### src/rtl/stream_distributor_if.sv
// stream_distributor_if: producer/consumer handshake bundle for stream_distributor.
// Handshake rule: a beat moves on a channel at a rising edge exactly when that
// channel's valid and ready are both high; valid never waits on ready.
// The master modport is the environment (producer and consumers). The slave
// modport is the distributor itself.
interface stream_distributor_if #(
  parameter int WIDTH    = 8,
  parameter int CHANNELS = 4
);
  localparam int SEL_W = $clog2(CHANNELS);

  logic                      enable;
  logic                      in_valid;
  logic                      in_ready;
  logic [SEL_W-1:0]          in_sel;
  logic [WIDTH-1:0]          in_data;
  logic                      rr_mode;
  logic [CHANNELS-1:0]       out_valid;
  logic [CHANNELS-1:0]       out_ready;
  logic [CHANNELS*WIDTH-1:0] out_data;
  logic                      err_sel;

  modport master (
    output enable, in_valid, in_sel, in_data, rr_mode, out_ready,
    input  in_ready, out_valid, out_data, err_sel
  );

  modport slave (
    input  enable, in_valid, in_sel, in_data, rr_mode, out_ready,
    output in_ready, out_valid, out_data, err_sel
  );
endinterface

### src/rtl/stream_distributor.sv
// stream_distributor: 1-to-CHANNELS stream distributor with one FIFO per output.
// Each accepted input beat goes to the channel named by in_sel, or by a
// round-robin pointer. The beat waits in that channel's FIFO until the
// consumer takes it.
// Optional feature macro: STREAM_DISTRIBUTOR_RR_EN. When it is defined,
// rr_mode is honoured and the round-robin pointer is built. When it is not
// defined, routing always uses in_sel.
module stream_distributor #(
  parameter int WIDTH    = 8,
  parameter int CHANNELS = 4,
  parameter int DEPTH    = 2
) (
  input logic                 clk,
  input logic                 rst,
  stream_distributor_if.slave bus
);
  localparam int SEL_W = $clog2(CHANNELS);
  localparam int PTR_W = $clog2(DEPTH);
  localparam int CNT_W = PTR_W + 1;
  localparam int SEL_N = 1 << SEL_W;

  logic [SEL_W-1:0]    tgt;
  logic                tgt_ok;
  logic                accept;
  logic [CHANNELS-1:0] full;
  logic [SEL_N-1:0]    full_ext;
  logic                err_q;

`ifdef STREAM_DISTRIBUTOR_RR_EN
  logic [SEL_W-1:0] rr_ptr;

  assign tgt = bus.rr_mode ? rr_ptr : bus.in_sel;

  // Round-robin pointer: step on each beat accepted in round-robin mode, wrapping at CHANNELS-1.
  always_ff @(posedge clk) begin
    if (rst) begin
      rr_ptr <= '0;
    end else if (accept && bus.rr_mode) begin
      if (rr_ptr == SEL_W'(CHANNELS - 1)) begin
        rr_ptr <= '0;
      end else begin
        rr_ptr <= rr_ptr + SEL_W'(1);
      end
    end
  end
`else
  logic rr_mode_unused;
  assign rr_mode_unused = bus.rr_mode;
  assign tgt            = bus.in_sel;
`endif

  // A select of CHANNELS or higher can only occur when CHANNELS is not a power of two.
  assign tgt_ok = ({1'b0, tgt} < (SEL_W + 1)'(CHANNELS));

  // Pad the full flags out to the whole select range so that any tgt indexes safely.
  always_comb begin
    full_ext                 = '0;
    full_ext[CHANNELS-1:0]   = full;
  end

  // An invalid target is always ready: its beat is taken and dropped.
  assign bus.in_ready = !rst && bus.enable && (!tgt_ok || !full_ext[tgt]);
  assign accept       = bus.in_valid && bus.in_ready;

  // Dropped-beat flag: a one-cycle pulse on the cycle after an invalid-select accept.
  always_ff @(posedge clk) begin
    if (rst) begin
      err_q <= 1'b0;
    end else begin
      err_q <= accept && !tgt_ok;
    end
  end

  assign bus.err_sel = err_q;

  for (genvar i = 0; i < CHANNELS; i++) begin : g_ch
    logic [WIDTH-1:0] mem [DEPTH];
    logic [PTR_W-1:0] rd_ptr;
    logic [PTR_W-1:0] wr_ptr;
    logic [CNT_W-1:0] count;
    logic             push;
    logic             pop;

    // A full FIFO refuses the push even when it is popped in the same cycle.
    assign push = accept && tgt_ok && (tgt == SEL_W'(i));
    assign pop  = (count != '0) && bus.out_ready[i];

    assign full[i]                         = (count == CNT_W'(DEPTH));
    assign bus.out_valid[i]                = (count != '0);
    assign bus.out_data[i*WIDTH +: WIDTH]  = (count != '0) ? mem[rd_ptr] : '0;

    // Channel FIFO: the pointers wrap modulo DEPTH and the count tracks occupancy.
    always_ff @(posedge clk) begin
      if (rst) begin
        rd_ptr <= '0;
        wr_ptr <= '0;
        count  <= '0;
      end else begin
        if (push) begin
          mem[wr_ptr] <= bus.in_data;
          wr_ptr      <= wr_ptr + PTR_W'(1);
        end
        if (pop) begin
          rd_ptr <= rd_ptr + PTR_W'(1);
        end
        if (push && !pop) begin
          count <= count + CNT_W'(1);
        end else if (pop && !push) begin
          count <= count - CNT_W'(1);
        end
      end
    end
  end
endmodule

### src/flat_wrapper.sv
// flat-port wrapper written by rule: the top's interface ports become plain ports
module stream_distributor_flat 
#(
  parameter int WIDTH    = 8,
  parameter int CHANNELS = 4,
  parameter int DEPTH    = 2
)
  (clk, rst, bus_enable, bus_in_valid, bus_in_sel, bus_in_data, bus_rr_mode, bus_out_ready, bus_in_ready, bus_out_valid, bus_out_data, bus_err_sel);
  stream_distributor_if #(.WIDTH(WIDTH), .CHANNELS(CHANNELS)) bus_i ();
  input logic clk;
  input logic rst;
  input wire logic [$bits(bus_i.enable)-1:0] bus_enable;
  input wire logic [$bits(bus_i.in_valid)-1:0] bus_in_valid;
  input wire logic [$bits(bus_i.in_sel)-1:0] bus_in_sel;
  input wire logic [$bits(bus_i.in_data)-1:0] bus_in_data;
  input wire logic [$bits(bus_i.rr_mode)-1:0] bus_rr_mode;
  input wire logic [$bits(bus_i.out_ready)-1:0] bus_out_ready;
  output wire logic [$bits(bus_i.in_ready)-1:0] bus_in_ready;
  output wire logic [$bits(bus_i.out_valid)-1:0] bus_out_valid;
  output wire logic [$bits(bus_i.out_data)-1:0] bus_out_data;
  output wire logic [$bits(bus_i.err_sel)-1:0] bus_err_sel;
  assign bus_i.enable = bus_enable;
  assign bus_i.in_valid = bus_in_valid;
  assign bus_i.in_sel = bus_in_sel;
  assign bus_i.in_data = bus_in_data;
  assign bus_i.rr_mode = bus_rr_mode;
  assign bus_i.out_ready = bus_out_ready;
  assign bus_in_ready = bus_i.in_ready;
  assign bus_out_valid = bus_i.out_valid;
  assign bus_out_data = bus_i.out_data;
  assign bus_err_sel = bus_i.err_sel;
  stream_distributor #(.WIDTH(WIDTH), .CHANNELS(CHANNELS), .DEPTH(DEPTH)) u_core (.clk(clk), .rst(rst), .bus(bus_i));
endmodule
### config.mk
export PLATFORM = sky130hd
export DESIGN_NAME = stream_distributor_flat
export DESIGN_NICKNAME = d
export VERILOG_FILES = /design/src/rtl/stream_distributor_if.sv /design/src/rtl/stream_distributor.sv /design/src/flat_wrapper.sv
export SDC_FILE = /design/constraint.sdc
export NUM_CORES = 1
export LEC_CHECK = 0
export CAP_MARGIN = 20
export CORE_UTILIZATION = 55
export CTS_CLUSTER_SIZE = 12
export DETAILED_ROUTE_END_ITERATION = 8
export PLACE_DENSITY = 0.79
export SYNTH_ARGS = -nofsm -noshare
export SYNTH_HDL_FRONTEND = slang
export SYNTH_SLANG_ARGS = --single-unit
### constraint.sdc
create_clock -name clk -period 5.2 [get_ports clk]
set_input_delay 1.04 -clock clk [delete_from_list [all_inputs] [get_ports clk]]
set_output_delay 1.04 -clock clk [all_outputs]
set_load 0.02 [all_outputs]
==> flow_metrics.tcl <==
set metrics [dict create \
    status "complete, no violations" \
    wl_um 6160 \
    place_congestion 0.745 \
    path_delay_family "buffers and inverters" \
    grt_max_degree 19 \
    syn_area_um2 3390 \
    htree_levels 3 \
    synth_seq_area_share 0.686 \
    required_ns 4.16 \
    final_antenna_net_count 0 \
    avgRoutedWirePerCell_um 16.1 \
    synthTopCellsByCount "edfxtp_1 (64), nor2_1 (50), mux2i_1 (32), dfxtp_1 (20), xor2_1 (12)" \
    cts_resized 0 \
    postSynth.asyncResetShare 0 \
    first_pass_iters 4 \
    skew_ns 0.00645 \
    fin_crit_sh 0.766 \
    finalSetupViolCount 0 \
    syn_area_per_cell_um2 13.9 \
    critPathCaptureType "output port" \
    dr_total_vias 2007 \
    antenna_found_initial 0 \
    grt_overflow_total 0 \
    antennaDiodeCount 0 \
    start_util 0.572 \
    synthCells 243 \
    worstPathArrival_ns 2.94 \
    dp.cells 366 \
    yosys.cell_count.top_type "edfxtp_1" \
    clkTransAtPathRegs_ns 0.07 \
    clock.fmax_ghz 0.251 \
    syn-num-nets 266 \
    crit_buf_inv 2 \
    synth-main-ff-cell "edfxtp_1" \
    track_usage 0.208 \
    die_area_um2 6470 \
    synth_edf_count 64 \
    grt_pass1_wl_um 9230 \
    first_global_vias 1905 \
    startpoint_type "primary input" \
    hold_buffers 0 \
    fillCellCount 421 \
    hpwl_um 4120 \
    slew_headroom 0.333 \
    peakVddDrop_mv 0.385 \
    cts-buffers-inserted 9 \
    core_area_um2 5920 \
    cts_buffer_depth 2 \
    rows 28 \
    area_delta_synth_final_pct 25.2 \
    slowest_delay_ns 0.61 \
    io_buffers 54 \
    worstPathMaxFanout 9 \
    yosys-top-cells-area "edfxtp_1 (57%), dfxtp_1 (12%), mux2i_1 (9.5%)" \
    worstSkewPairLatency_ns 0.35 \
    first_iter_violations 98 \
    cts_tree "built" \
    yosys.area.top_type "edfxtp_1" \
    drc 0 \
    setup_tns_ns 0 \
    period_minus_slack_ns 3.98 \
    cp_slowest_cell "clkdlybuf4s50_1" \
    synth.top_cell.area_share 0.568 \
    power_density_nw_per_um2 446 \
    die_y_um 80.5 \
    worstSetupPathType "primary input to output port" \
    tightest_slew_ns 0.992 \
    cpMostUsedCell "clkdlybuf4s50_1" \
    maxCapViolCount 0 \
    die_w_um 80.5 \
    post-cts-setup-buffer-count 0 \
    hp-class "flop to flop" \
    rsz0062_at_grt "no" \
    synth_seq_cells 84 \
    report.final.slew_viol_count 0 \
    path_cells "clkdlybuf4s50_1 -> nand2b_1 -> o2111ai_4 -> nor2_1 -> clkdlybuf4s50_1" \
    final.hold.worst_slack_ns 0.487 \
    hold_viol_final 0 \
    ys_types 27 \
    cts-root-buf "clkbuf_8" \
    layout.nets 326 \
    via_per_inst 5.24 \
    pin_count 57 \
    yosysWarnings 0 \
    leakagePower_nw 1.41 \
    clock-sinks 84 \
    drive_above_1_share 0.0812 \
    fin_cells 383 \
]
-- routing by layer --
metal	routed length, µm	vias up	GRT usage
li1	-	987	-
met1	2500	946	0.248
met2	3170	62	0.362
met3	380	12	0.0420
met4	113	0	0.0929
met5	0	-	0
-- cell usage in the layout, fill, tap and decap left out, types with 5 or more instances in the layout --
cell / Yosys / layout
inv_1: 5 / 5
clkbuf_8: 0 / 9
clkdlybuf4s50_1: 0 / 54
edfxtp_1: 64 / 64
nor2_1: 50 / 50
dfxtp_1: 20 / 20
nand2_1: 6 / 6
mux2i_1: 32 / 32
xor2_1: 12 / 12
-- layout make-up --
class / count / area, µm² / share of cell area
tap: 75 / 93.8 / 0.0221
multi-input combinational: 146 / 1010 / 0.239
timing repair buffer: 56 / 556 / 0.131
clock inverter: 4 / 97.6 / 0.0230
clock buffer: 12 / 135 / 0.0319
sequential: 84 / 2320 / 0.548
inverter: 6 / 22.5 / 0.00531
-- power breakdown --
part	total [mW]	leakage [nW]	internal (mW)	switching (mW)
registers	0.823	0.739	0.761	0.0618
logic	0.540	0.564	0.251	0.289
clock network	0.529	0.111	0.320	0.209
total	1.89	1.41	1.33	0.560
-- flip-flops by register name (all words and copies together), names as in the netlist, named ones only --
register            count
u_core.g_ch.wr_ptr      4
u_core.g_ch.rd_ptr      4
u_core.g_ch.count       8
u_core.g_ch.mem        64
-- path summary, 6_finish.rpt --
check | startpoint | endpoint | slack [ns] | cells past startpoint
max | bus_in_sel[0] | bus_in_ready | 1.22 | 5
min | u_core.g_ch[1].wr_ptr | u_core.g_ch[1].wr_ptr | 0.49 | 2
max reg2reg | u_core.g_ch[1].count[0] | u_core.g_ch[0].count[1] | 3.08 | 6
min reg2reg | u_core.g_ch[1].wr_ptr | u_core.g_ch[1].wr_ptr | 0.49 | 2
-- kinds of logic after synthesis --
kind of cell | after synthesis | synth area share
xor gates and xnor gates | 12 | 0.0310
other | 1 | 0.00111
adders and majority gates | 4 | 0.0148
AOI/OAI and AO/OA | 17 | 0.0344
buffers and inverters | 13 | 0.0155
muxes | 32 | 0.0946
DFF | 84 | 0.686
and+or+nand+nor | 80 | 0.123
-- stage by stage --
| stage | worst slack, ns | area [µm²] | power, mW | utilization |
|---|---|---|---|---|
| 5_1_grt | 1.09 | 4240 | 1.97 | 0.716 |
| 4_1_cts | 1.21 | 4230 | 1.90 | 0.714 |
| 3_3_place_gp | 1.24 | 4000 | 1.36 | 0.675 |
| 3_5_place_dp | 1.21 | 4000 | 1.38 | 0.675 |
| 6_report | 1.22 | 4240 | 1.89 | 0.716 |
| 2_1_floorplan | 2.17 | 3390 | 1.14 | - |
-- worst reg2reg max path, cell delays in order (launching register included) --
cell and delay [ns]:
dfxtp_1 0.44, nand4bb_1 0.21, o2111ai_4 0.27, nor3_2 0.32, ha_1 0.31, or3_1 0.35, a21oi_1 0.15
(Power assumes the default switching activity.)
